===== src/rtl/riscv_pkg.sv =====
// Shared RISC-V decode constants and sequencer state type.
// Imported by the sequencer, hazard unit and main decoder.
package riscv_pkg;

  localparam logic [6:0] R_TYPE = 7'b0110011;
  localparam logic [6:0] I_TYPE = 7'b0010011;
  localparam logic [6:0] LW     = 7'b0000011;
  localparam logic [6:0] SW     = 7'b0100011;
  localparam logic [6:0] BR     = 7'b1100011;
  localparam logic [6:0] HLT    = 7'b1111111;

  typedef enum logic [1:0] {
    RUN    = 2'd0,
    DRAIN  = 2'd1,
    HALTED = 2'd2
  } seq_state_t;

  function automatic logic uses_rs1(
    input logic [6:0] op
  );
    return op inside {R_TYPE, I_TYPE, LW, SW, BR};
  endfunction

  function automatic logic uses_rs2(
    input logic [6:0] op
  );
    return op inside {R_TYPE, SW, BR};
  endfunction

endpackage


===== src/rtl/hazard_detect.sv =====
// Load-use hazard detector (purely combinational).
// Ports: id_opcode/id_rs1/id_rs2 from ID, ex_memread/ex_rd from EX; load_use out.
module hazard_detect
  import riscv_pkg::*;
(
  input  logic [6:0] id_opcode,
  input  logic [4:0] id_rs1,
  input  logic [4:0] id_rs2,
  input  logic       ex_memread,
  input  logic [4:0] ex_rd,
  output logic       load_use
);

  logic hit_rs1;
  logic hit_rs2;

  always_comb begin
    hit_rs1  = uses_rs1(id_opcode) && (ex_rd == id_rs1);
    hit_rs2  = uses_rs2(id_opcode) && (ex_rd == id_rs2);
    // x0 is never a real producer, so a load to x0 cannot stall
    load_use = ex_memread && (ex_rd != 5'd0)
               && (hit_rs1 || hit_rs2);
  end

endmodule


===== src/rtl/pipeline_seq_ctrl.sv =====
// Pipeline sequencing: load-use stall, branch flush, HLT drain/halt/resume.
// Ports: decode/EX hazard inputs, resume in; PC/IFID enables, flushes, halted, counters out.
module pipeline_seq_ctrl
  import riscv_pkg::*;
#(
  parameter int unsigned DRAIN_CYCLES = 3,
  parameter int unsigned CNT_W        = 16
) (
  input  logic             clk,
  input  logic             reset_n,
  input  logic [6:0]       id_opcode,
  input  logic [4:0]       id_rs1,
  input  logic [4:0]       id_rs2,
  input  logic             ex_memread,
  input  logic [4:0]       ex_rd,
  input  logic             ex_branch_taken,
  input  logic             resume,
  output logic             pc_write,
  output logic             ifid_write,
  output logic             ifid_flush,
  output logic             idex_flush,
  output logic             halted,
  output logic [CNT_W-1:0] stall_cnt,
  output logic [CNT_W-1:0] flush_cnt
);

  localparam logic [3:0] DRAIN_INIT = 4'(DRAIN_CYCLES - 1);

  seq_state_t       state_q, state_d;
  logic [3:0]       drain_q, drain_d;
  logic [CNT_W-1:0] stall_q, stall_d;
  logic [CNT_W-1:0] flush_q, flush_d;
  logic             halted_q, halted_d;
  logic             load_use;

  hazard_detect u_hazard (
    .id_opcode  (id_opcode),
    .id_rs1     (id_rs1),
    .id_rs2     (id_rs2),
    .ex_memread (ex_memread),
    .ex_rd      (ex_rd),
    .load_use   (load_use)
  );

  function automatic logic [CNT_W-1:0] sat_inc(
    input logic [CNT_W-1:0] v
  );
    return (v == '1) ? v : v + CNT_W'(1);
  endfunction

  always_comb begin
    state_d    = state_q;
    drain_d    = drain_q;
    stall_d    = stall_q;
    flush_d    = flush_q;
    pc_write   = 1'b1;
    ifid_write = 1'b1;
    ifid_flush = 1'b0;
    idex_flush = 1'b0;
    unique case (state_q)
      RUN: begin
        // a taken branch makes the stall/HLT in ID wrong-path
        if (ex_branch_taken) begin
          ifid_flush = 1'b1;
          idex_flush = 1'b1;
          flush_d    = sat_inc(flush_q);
        end else if (load_use) begin
          pc_write   = 1'b0;
          ifid_write = 1'b0;
          idex_flush = 1'b1;
          stall_d    = sat_inc(stall_q);
        end else if (id_opcode == HLT) begin
          pc_write   = 1'b0;
          ifid_write = 1'b0;
          idex_flush = 1'b1;
          drain_d    = DRAIN_INIT;
          state_d    = DRAIN;
        end
      end
      DRAIN: begin
        pc_write   = 1'b0;
        ifid_write = 1'b0;
        idex_flush = 1'b1;
        if (drain_q == 4'd0) begin
          state_d = HALTED;
        end else begin
          drain_d = drain_q - 4'd1;
        end
      end
      HALTED: begin
        // resume steps past HLT while still
        // keeping it out of EX
        pc_write   = resume;
        ifid_write = resume;
        idex_flush = 1'b1;
        if (resume) begin
          state_d = RUN;
        end
      end
      default: begin
        state_d = RUN;
        drain_d = 4'd0;
      end
    endcase
    halted_d = (state_d == HALTED);
  end

  always_ff @(posedge clk or negedge reset_n) begin
    if (!reset_n) begin
      state_q  <= RUN;
      drain_q  <= 4'd0;
      stall_q  <= '0;
      flush_q  <= '0;
      halted_q <= 1'b0;
    end else begin
      state_q  <= state_d;
      drain_q  <= drain_d;
      stall_q  <= stall_d;
      flush_q  <= flush_d;
      halted_q <= halted_d;
    end
  end

  assign halted    = halted_q;
  assign stall_cnt = stall_q;
  assign flush_cnt = flush_q;

endmodule


===== config.mk =====
export PLATFORM = sky130hd
export DESIGN_NAME = pipeline_seq_ctrl
export DESIGN_NICKNAME = d
export VERILOG_FILES = /design/src/rtl/riscv_pkg.sv /design/src/rtl/hazard_detect.sv /design/src/rtl/pipeline_seq_ctrl.sv
export SDC_FILE = /design/constraint.sdc
export NUM_CORES = 1
export LEC_CHECK = 0
export ABC_AREA = 1
export BUFFER_PORTS_ARGS = -buffer_cell sky130_fd_sc_hd__buf_2
export CAP_MARGIN = 40
export CORE_ASPECT_RATIO = 1.75
export CORE_UTILIZATION = 39
export DETAILED_ROUTE_END_ITERATION = 10
export PLACE_DENSITY = 0.71
export SYNTH_ARGS = -nofsm -noshare
export SYNTH_HDL_FRONTEND = slang
export SYNTH_SLANG_ARGS = --single-unit

===== constraint.sdc =====
create_clock -name clk -period 3.7 [get_ports clk]
set_clock_uncertainty 0.05 [all_clocks]
set_input_delay 0.37 -clock clk [delete_from_list [all_inputs] [get_ports clk]]
set_output_delay 0.37 -clock clk [all_outputs]
set_load 0.1 [all_outputs]

==> flow_metrics.env, run 1 <==
export IMPL_status="finished clean"
export IMPL_period_minus_slack_ns=2.70
export IMPL_cap_violations=0
export IMPL_gr_usage_all_layers_pct=18.9
export IMPL_crit_path_top_delay_cell="ha_1"
export IMPL_hp_class="input port to async pin"
export IMPL_tns_ns=0
export IMPL_start_util_pct=41.0
export IMPL_dp_hpwl_mm=5.05
export IMPL_r2r_end="stall_cnt[10]$_DFFE_PN0P_"
export IMPL_p_comb_share_pct=48.9
export IMPL_drt_iter0_markers=90
export IMPL_gp_congestion=0.865
export IMPL_die_area_mm2=0.00732
export IMPL_die_x_um=65.1
export IMPL_avgRoutedWirePerCell_um=12.0
export IMPL_via_per_inst=4.93
export IMPL_row_count=39
export IMPL_switching_share_pct=51.8
export IMPL_wl_met3_um=368
export IMPL_slew_headroom_pct=64.8
export IMPL_drive_above_1_share_pct=18.6
export IMPL_required_ns=3.28
export IMPL_antenna_found_initial=0
export IMPL_grt_ovfl_total=0
export IMPL_crit_family="buffers and inverters"
export IMPL_p_sw_mw=0.984
export IMPL_ant_nets=0
export IMPL_clock_path_buffers=2
export IMPL_finalCritPeriodShare_pct=73.0
export IMPL_final_hold_violation_count=0
export IMPL_wl_met2_mm=3.44
export IMPL_setup_slack_ns=1.00
export IMPL_synth_area_per_cell_um2=6.97
export IMPL_synth_seq_cells=39
export IMPL_yosysTopAreaCell="dfrtp_1"
export IMPL_clkPwrFrac_pct=21.1
export IMPL_clkSinkCount=39
export IMPL_final_util_pct=49.1
export IMPL_vias=2653
export IMPL_numCtsBuffers=5
export IMPL_power_per_cell_area_mw_per_mm2=583
export IMPL_placed_area_mm2=0.00312
export IMPL_worst_slew_pin_slew_ns=0.528
export IMPL_peakVddDrop_mv=0.576
export IMPL_rsz0062_at_grt="false"
export IMPL_cp_end_kind="output port"
export IMPL_portBuffers=63
export IMPL_syn_nets=424
export IMPL_synth_warnings=0
export IMPL_yosysTopAreaCellShare_pct=35.9
export IMPL_ys_top_cells_by_count="nand2_1 (132), inv_1 (50), nor2_1 (44)"
export IMPL_final_nets=491
export IMPL_p_leak_nw=1.77
export IMPL_cts_root_buf="clkbuf_16"
export IMPL_drc_errors=0
export IMPL_grt_pass1_vias=2584
export IMPL_ctsHtreeMaxLevel=2
export IMPL_diodes=0
export IMPL_cp_depth=7
export IMPL_synth_edf_count=0
export IMPL_die_h_um=112
export IMPL_reg2reg_from="stall_cnt[0]$_DFFE_PN0P_"
export IMPL_synth_cell_types=32
export IMPL_place_ws_ns=1.34
export IMPL_grt_max_degree=32
export IMPL_clkTransAtPathRegs_ns=0.05
export IMPL_internal_power_mw=0.915
export IMPL_synth_most_common_cell="nand2_1"
export IMPL_crit_path_max_fanout=16
export IMPL_cp_data_arrival_time_ns=2.28
export IMPL_r2r_setup_slack_ns=1.63
export IMPL_detail_route_wirelength_mm=6.46
export IMPL_clock_latency_ns=0.28
export IMPL_rr_worst_depth=11
export IMPL_top_layer_used="met4"
export IMPL_crit_chain="inv_1, ha_1, nand2_1, inv_2, nor2_1, a31oi_1, buf_2"
export IMPL_drv_slew=0
export IMPL_finalHoldWorstSlack_ns=0.421
export IMPL_fmax_mhz=370
export IMPL_ios=64
export IMPL_worstSetupStartpointType="flop"
export IMPL_cts_tree="built"
export IMPL_ys_flop_type="dfrtp_1"
export IMPL_sequentialPowerShare_pct=30.0
export IMPL_crit_buf_inv=3
export IMPL_firstDrtPassIters=4
export IMPL_final_cell_area_mm2=0.00326
export IMPL_synth_top_cells_by_area="dfrtp_1 (36%), nand2_1 (18%), inv_1 (6.9%), nor2_1 (6.1%), xor2_1 (5.8%)"
export IMPL_area_delta_synth_final_pct=19.8
export IMPL_met1Wirelength_mm=2.50
export IMPL_slowest_delay_ns=0.49
export IMPL_critical_path_class="flop to output port"
export IMPL_yosysSeqAreaShare_pct=35.9
export IMPL_synthArstFlopShare_pct=100
export IMPL_core_mm2=0.00664
export IMPL_grt_pass1_wl_mm=10.8
export IMPL_synth_area_mm2=0.00272
export IMPL_synth_cells=390
export IMPL_setup_viol=0
layout by cell type (no fill, tap or decap):
master,n
nand2_1,132
buf_2,63
inv_1,50
nor2_1,44
dfrtp_1,39
nand3_1,21
xor2_1,18
nand4_1,14
xnor2_1,9
o21ai_0,8
ha_1,7
nor3_1,6
inv_2,6
clkbuf_16,5
nand3b_1,4
nor4_1,4
a21oi_1,3
nor3_4,3
a31oi_1,2
nand2_2,2
nor2_2,2
o21ai_1,2
o2111ai_1,1
o211ai_1,1
and2_1,1
nand2_4,1
a211oi_1,1
nor2_4,1
nand4_2,1
nor3b_1,1
o31ai_1,1
clkbuf_1,1
dlygate4sd3_1,1
buf_12,1
metal layers:
layer	GRT usage [%]	vias to the layer above
li1	-	1351
met1	19.6	1223
met2	35.1	69
met3	4.27	10
met4	7.83	0
met5	0	-
metrics by stage:
step | power, mW | std cells
after global routing | 1.99 | 538
after detailed placement | 1.50 | 531
after global placement | 1.49 | 530
after floorplan | 1.35 | 390
final | 1.90 | 538
after CTS | 1.91 | 538
area by class of cell:
class,count,area (um2)
fill,682,3380
multi-input combinational,290,1490
sequential,39,976
timing repair buffer,65,345
inverter,56,210
clock buffer,6,129
tap,82,103
kinds of logic after synthesis:
| logic type | count (synthesis) | share of synthesized area, % |
|---|---|---|
| AOI/OAI and AO/OA | 19 | 4.01 |
| xor gates and xnor gates | 27 | 8.70 |
| adders and majority gates | 7 | 3.22 |
| buffers and inverters | 61 | 9.12 |
| DFF | 39 | 35.9 |
| and+or+nand+nor | 237 | 39.0 |
worst reg2reg max path: cells and delay by family (launching register included):
family / cells / cell delay (ns)
adder cells (fa/ha/maj): 1 / 0.25
flip-flops: 1 / 0.45
AND/OR/NAND/NOR: 10 / 1.22
power by group through the flow:
stage / clock network [mW] / logic [mW] / registers, mW
5_1_grt: 0.422 / 0.989 / 0.579
3_5_place_dp: 0 / 0.925 / 0.576
3_3_place_gp: 0 / 0.915 / 0.571
4_1_cts: 0.406 / 0.934 / 0.569
6_report: 0.401 / 0.928 / 0.570
2_1_floorplan: 0 / 0.482 / 0.868
state kept, by name, indices dropped and copies added (netlist names):
name,count
halted,1
stall_cnt,16
flush_cnt,16
drain_q,4
state_q,2
worst max-delay path by stage:
stage	slack (ns)	startpoint	end
5_1_grt	0.84	state_q[0]$_DFF_PN0_	idex_flush
3_3_place_gp	1.40	state_q[0]$_DFF_PN0_	idex_flush
6_report	1.0	state_q[0]$_DFF_PN0_	idex_flush
4_1_cts	1.02	state_q[1]$_DFF_PN0_	idex_flush
2_1_floorplan	0.30	state_q[0]$_DFF_PN0_	idex_flush
3_5_place_dp	1.34	state_q[1]$_DFF_PN0_	idex_flush
timing repair:
| action | in CTS | in global routing |
|---|---|---|
| setup buffers | 0 | 0 |
| endpoints found under the hold margin | 8 | 0 |
| hold buffers | 1 | 0 |
| resized for setup | 0 | 0 |
(Power assumes the default switching activity.)
==> inputs of run 2 (changes only) <==
==> constraint.sdc (replaced) <==
create_clock -name clk -period 2.63 [get_ports clk]
set_clock_uncertainty 0.05 [all_clocks]
set_input_delay 0.263 -clock clk [delete_from_list [all_inputs] [get_ports clk]]
set_output_delay 0.263 -clock clk [all_outputs]
set_load 0.1 [all_outputs]
==> run 2 against run 1 <==
  * Power is 43% higher
  * Via count up 1.4%
  * Global-route usage is 0.18 points lower
  * Clock power up 48%
  * Critical path type unchanged
  * Register-to-register slack worse by 0.99 ns
  * Sequential share of layout area down 0.32 points
  * Cell count grew 0.37%
  * Critical endpoint unchanged
==> flow_metrics.env, run 2 (synthesis gave the netlist of run 1 again) <==
export IMPL_p_leak_nw=1.79
export IMPL_vias=2690
export IMPL_avgRoutedWirePerCell_um=11.7
export IMPL_drive_above_1_share_pct=19.7
export IMPL_diodes=0
export IMPL_cts_hold_buf=1
export IMPL_numCtsBuffers=5
export IMPL_final_common_cell="nand2_1"
export IMPL_met2_usage_pct=35.0
export IMPL_drc_errors=0
export IMPL_status="finished clean"
export IMPL_setup_viol=0
export IMPL_drt_iter0_markers=92
export IMPL_detail_route_wirelength_mm=6.30
export IMPL_final_hold_violation_count=0
export IMPL_clkPwrFrac_pct=21.8
export IMPL_p_comb_share_pct=48.7
export IMPL_critical_path_class="flop to output port"
export IMPL_portBuffers=63
export IMPL_met1_usage_pct=20.7
export IMPL_clkTransAtPathRegs_ns=0.06
export IMPL_cap_violations=0
export IMPL_rsz0062_at_grt="false"
export IMPL_reg2reg_from="stall_cnt[0]$_DFFE_PN0P_"
export IMPL_worst_slew_pin_slew_ns=0.566
export IMPL_power_per_cell_area_mw_per_mm2=827
export IMPL_die_x_um=65.1
export IMPL_antenna_found_initial=0
export IMPL_finalHoldWorstSlack_ns=0.334
export IMPL_clock_latency_ns=0.27
export IMPL_clock_path_buffers=2
export IMPL_p_sw_mw=1.39
export IMPL_final_cell_mix="nand2_1 (132), buf_2 (63), inv_1 (50)"
export IMPL_finalCritPeriodShare_pct=92.4
export IMPL_ctsHtreeMaxLevel=2
export IMPL_slew_headroom_pct=61.9
export IMPL_grt_ovfl_total=0
export IMPL_firstDrtPassIters=4
export IMPL_ios=64
export IMPL_final_nets=492
export IMPL_grt_pass1_wl_mm=11.0
export IMPL_clkSinkCount=39
export IMPL_cp_end_kind="output port"
export IMPL_gp_congestion=0.888
export IMPL_cts_root_buf="clkbuf_16"
export IMPL_core_mm2=0.00664
export IMPL_cts_resized=0
export IMPL_postCtsSetupBuffers=0
export IMPL_hp_class="input port to flop"
export IMPL_grt_pass1_vias=2649
export IMPL_peakVddDrop_mv=0.865
export IMPL_drv_slew=0
export IMPL_via_per_inst=4.98
export IMPL_gr_usage_all_layers_pct=18.7
export IMPL_required_ns=2.32
export IMPL_tns_ns=0
export IMPL_ant_nets=0
export IMPL_die_h_um=112
export IMPL_crit_path_max_fanout=10
export IMPL_cp_data_arrival_time_ns=2.12
export IMPL_dp_hpwl_mm=5.13
export IMPL_worstSetupStartpointType="flop"
export IMPL_grt_max_degree=30
export IMPL_grt_use_met3_pct=2.64
export IMPL_internal_power_mw=1.33
export IMPL_die_area_mm2=0.00732
export IMPL_area_delta_synth_final_pct=21.1
export IMPL_hp_start="ex_branch_taken"
export IMPL_cts_tree="built"
export IMPL_busiest_layer="met2"
export IMPL_start_util_pct=41.0
export IMPL_crit_start="state_q[1]$_DFF_PN0_"
export IMPL_switching_share_pct=50.9
export IMPL_period_minus_slack_ns=2.43
export IMPL_fmax_mhz=411
export IMPL_row_count=39
export IMPL_sequentialPowerShare_pct=29.5
-- run 2: critical path, stage by stage, from the launching register on --
cell and delay (ns):
dfrtp_1 0.41, inv_1 0.09, ha_1 0.36, nand2_1 0.17
inv_2 0.13, nor2_1 0.06, a31oi_2 0.18, buf_2 0.45
-- run 2: stage by stage --
step | power (mW) | utilization, % | area, um2 | worst slack, ns | std cells
2_1_floorplan | 1.91 | - | 2730 | -0.143 | 390
3_3_place_gp | 2.12 | 47.0 | 3120 | 0.548 | 531
3_5_place_dp | 2.14 | 47.3 | 3140 | 0.496 | 532
4_1_cts | 2.75 | 49.6 | 3290 | 0.197 | 540
5_1_grt | 2.87 | 49.6 | 3290 | 0.0670 | 540
6_report | 2.72 | 49.6 | 3290 | 0.200 | 540
-- run 2: final cells by class --
type / instances / area (um2)
Fill cell: 706 / 3340
Multi-Input combinational cell: 290 / 1510
Sequential cell: 39 / 976
Timing Repair Buffer: 66 / 353
Inverter: 56 / 210
Clock buffer: 6 / 139
Tap cell: 82 / 103
Clock inverter: 1 / 5.00
-- run 2: power by group through the flow --
stage          combinational [mW]  sequential, mW  clock [mW]
5_1_grt                      1.42           0.817       0.630
6_report                     1.32           0.803       0.593
3_3_place_gp                 1.31           0.809           0
4_1_cts                      1.33           0.803       0.612
2_1_floorplan               0.690            1.22           0
3_5_place_dp                 1.33           0.813           0
-- run 2: final timing paths --
check	to	slack [ns]	depth (start not counted)
max	idex_flush	0.20	7
min	stall_cnt[5]$_DFFE_PN0P_	0.33	4
max reg2reg	stall_cnt[11]$_DFFE_PN0P_	0.64	11
min reg2reg	stall_cnt[3]$_DFFE_PN0P_	0.48	1
max in group asynchronous	stall_cnt[3]$_DFFE_PN0P_	1.74	3
min in group asynchronous	flush_cnt[13]$_DFFE_PN0P_	0.36	2
-- run 2: per-layer routing --
| metal | vias up | share of wire (%) |
|---|---|---|
| li1 | 1360 | - |
| met1 | 1257 | 40 |
| met2 | 61 | 54 |
| met3 | 12 | 3.5 |
| met4 | 0 | 2.2 |
| met5 | - | 0 |
==> inputs of run 3 (changes only) <==
==> constraint.sdc (replaced) <==
create_clock -name clk -period 2.75 [get_ports clk]
set_clock_uncertainty 0.05 [all_clocks]
set_input_delay 0.275 -clock clk [delete_from_list [all_inputs] [get_ports clk]]
set_output_delay 0.275 -clock clk [all_outputs]
set_load 0.1 [all_outputs]
==> run 3 against run 2 <==
  * Clock power up 25%
  * Register-to-register slack improved by 0.10 ns
  * Via count is 0.15% higher
  * Power up 2.1%
  * Sequential power down 4.2%
  * Routed wire length is 2.1% higher
  * Die area is the same
  * Flip-flop and latch count did not move
  * Critical path type unchanged
  * Largest cell class unchanged
  * Largest power group unchanged
==> flow_metrics.env, run 3 (synthesis gave the netlist of run 1 again) <==
export IMPL_final_cells=541
export IMPL_status="finished clean"
export IMPL_grt_ovfl_total=0
export IMPL_rsz0062_at_grt="false"
export IMPL_drt_iter0_markers=88
export IMPL_start_util_pct=41.0
export IMPL_cts_hold_buf=1
export IMPL_die_x_um=65.1
export IMPL_final_hold_violation_count=0
export IMPL_grt_pass1_wl_mm=11.3
export IMPL_crit_start="state_q[1]$_DFF_PN0_"
export IMPL_grt_pass1_vias=2655
export IMPL_dp_hpwl_mm=5.17
export IMPL_avgRoutedWirePerCell_um=11.9
export IMPL_cp_endpoint="idex_flush"
export IMPL_rr_worst_depth=11
export IMPL_p_leak_nw=1.81
export IMPL_clock_latency_ns=0.28
export IMPL_clkSinkCount=39
export IMPL_via_per_inst=4.98
export IMPL_finalHoldWorstSlack_ns=0.340
export IMPL_fill_cells=664
export IMPL_clock_path_buffers=2
export IMPL_required_ns=2.42
export IMPL_drive_above_1_share_pct=19.6
export IMPL_row_count=39
export IMPL_r2r_setup_slack_ns=0.74
export IMPL_ctsHtreeMaxLevel=2
export IMPL_peakVddDrop_mv=0.677
export IMPL_cap_violations=0
export IMPL_core_mm2=0.00664
export IMPL_drc_errors=0
export IMPL_area_delta_synth_final_pct=22.8
export IMPL_postCtsSetupBuffers=0
export IMPL_gr_usage_all_layers_pct=19.4
export IMPL_setup_viol=0
export IMPL_numCtsBuffers=5
export IMPL_final_cell_mix="nand2_1 (132), buf_2 (63), inv_1 (50)"
export IMPL_worstSetupStartpointType="flop"
export IMPL_critical_path_class="flop to output port"
export IMPL_slew_headroom_pct=63.2
export IMPL_detail_route_wirelength_mm=6.43
export IMPL_hp_class="input port to flop"
export IMPL_crit_path_max_fanout=10
export IMPL_portBuffers=63
export IMPL_gp_congestion=0.889
export IMPL_cts_resized=0
export IMPL_final_common_cell="nand2_1"
export IMPL_die_h_um=112
export IMPL_power_per_cell_area_mw_per_mm2=833
export IMPL_cp_end_kind="output port"
export IMPL_drv_slew=0
export IMPL_place_inst=532
export IMPL_grt_max_degree=32
export IMPL_cts_root_buf="clkbuf_16"
export IMPL_ant_nets=0
export IMPL_slowest_delay_ns=0.44
export IMPL_worst_slew_pin_slew_ns=0.553
export IMPL_diodes=0
export IMPL_die_area_mm2=0.00732
export IMPL_period_minus_slack_ns=2.48
export IMPL_fmax_mhz=403
export IMPL_cts_tree="built"
export IMPL_cp_data_arrival_time_ns=2.16
export IMPL_vias=2694
export IMPL_crit_chain="inv_1, ha_1, nand2_1, inv_2, nor2_1, a31oi_2, buf_2"
export IMPL_antenna_found_initial=0
export IMPL_ios=64
export IMPL_clkTransAtPathRegs_ns=0.06
export IMPL_reg2reg_from="stall_cnt[0]$_DFFE_PN0P_"
export IMPL_r2r_end="stall_cnt[11]$_DFFE_PN0P_"
export IMPL_final_nets=492
export IMPL_firstDrtPassIters=6
export IMPL_seq_area_um2=976
export IMPL_crit_path_top_delay_cell="buf_2"
export IMPL_multi_input_area_mm2=0.00151
export IMPL_finalCritPeriodShare_pct=90.3
[run 3: cell count changes in the layout (fill, tap and decap cells not counted)]
cell / previous run / this run
bufinv_16: 0 / 2
clkbuf_1: 0 / 1
clkbuf_8: 1 / 0
clkinv_2: 1 / 0
[run 3: per-layer routing]
| layer | global-route usage (%) | up-vias | part of all wire (%) |
|---|---|---|---|
| met5 | 0 | - | 0 |
| met2 | 36.0 | 74 | 55 |
| met4 | 6.81 | 0 | 1.8 |
| li1 | - | 1359 | - |
| met1 | 21.2 | 1252 | 39 |
| met3 | 3.46 | 9 | 4.0 |
[run 3: how the worst min path moves through the flow]
stage | start | end | slack, ns | depth (start not counted)
2_1_floorplan | reset_n | drain_q[0]$_DFFE_PN0P_ | -0.07 | 0
5_1_grt | reset_n | flush_cnt[13]$_DFFE_PN0P_ | 0.37 | 2
3_3_place_gp | reset_n | flush_cnt[15]$_DFFE_PN0P_ | 0.39 | 1
6_report | ex_branch_taken | stall_cnt[8]$_DFFE_PN0P_ | 0.34 | 4
4_1_cts | reset_n | flush_cnt[13]$_DFFE_PN0P_ | 0.34 | 2
3_5_place_dp | reset_n | flush_cnt[13]$_DFFE_PN0P_ | 0.10 | 1
[run 3: final cells by class]
type                    count  share of cell area, %
multi-input cells         290                   45.1
clock buffers               6                   3.86
clock inverters             2                   1.80
inverters                  56                   6.30
flip-flops and latches     39                   29.2
well taps                  82                   3.07
repair buffers             66                   10.6
[run 3: through the flow]
step	utilization, %	setup slack, ns	instance area, um2	total power [mW]	setup TNS [ns]
after floorplan	-	-0.0353	2730	1.83	-0.0353
after global placement	47.0	0.646	3120	2.03	0
after detailed placement	47.3	0.601	3140	2.04	0
after CTS	50.3	0.278	3340	2.80	0
after global routing	50.3	0.165	3340	2.92	0
final	50.3	0.268	3340	2.78	0
[run 3: power breakdown]
group / total [mW] / internal, mW / switching (mW) / leakage, nW
registers: 0.769 / 0.665 / 0.104 / 0.513
logic: 1.27 / 0.256 / 1.01 / 1.20
clock network: 0.743 / 0.520 / 0.223 / 0.0911
total: 2.78 / 1.44 / 1.34 / 1.81
[run 3: worst max-delay path: cells and delay by family (launching register included)]
family,cells,cell delay [ns]
adders and majority gates,1,0.37
buffers and inverters,3,0.67
AOI/OAI and AO/OA,1,0.17
DFF,1,0.42
and+or+nand+nor,2,0.25
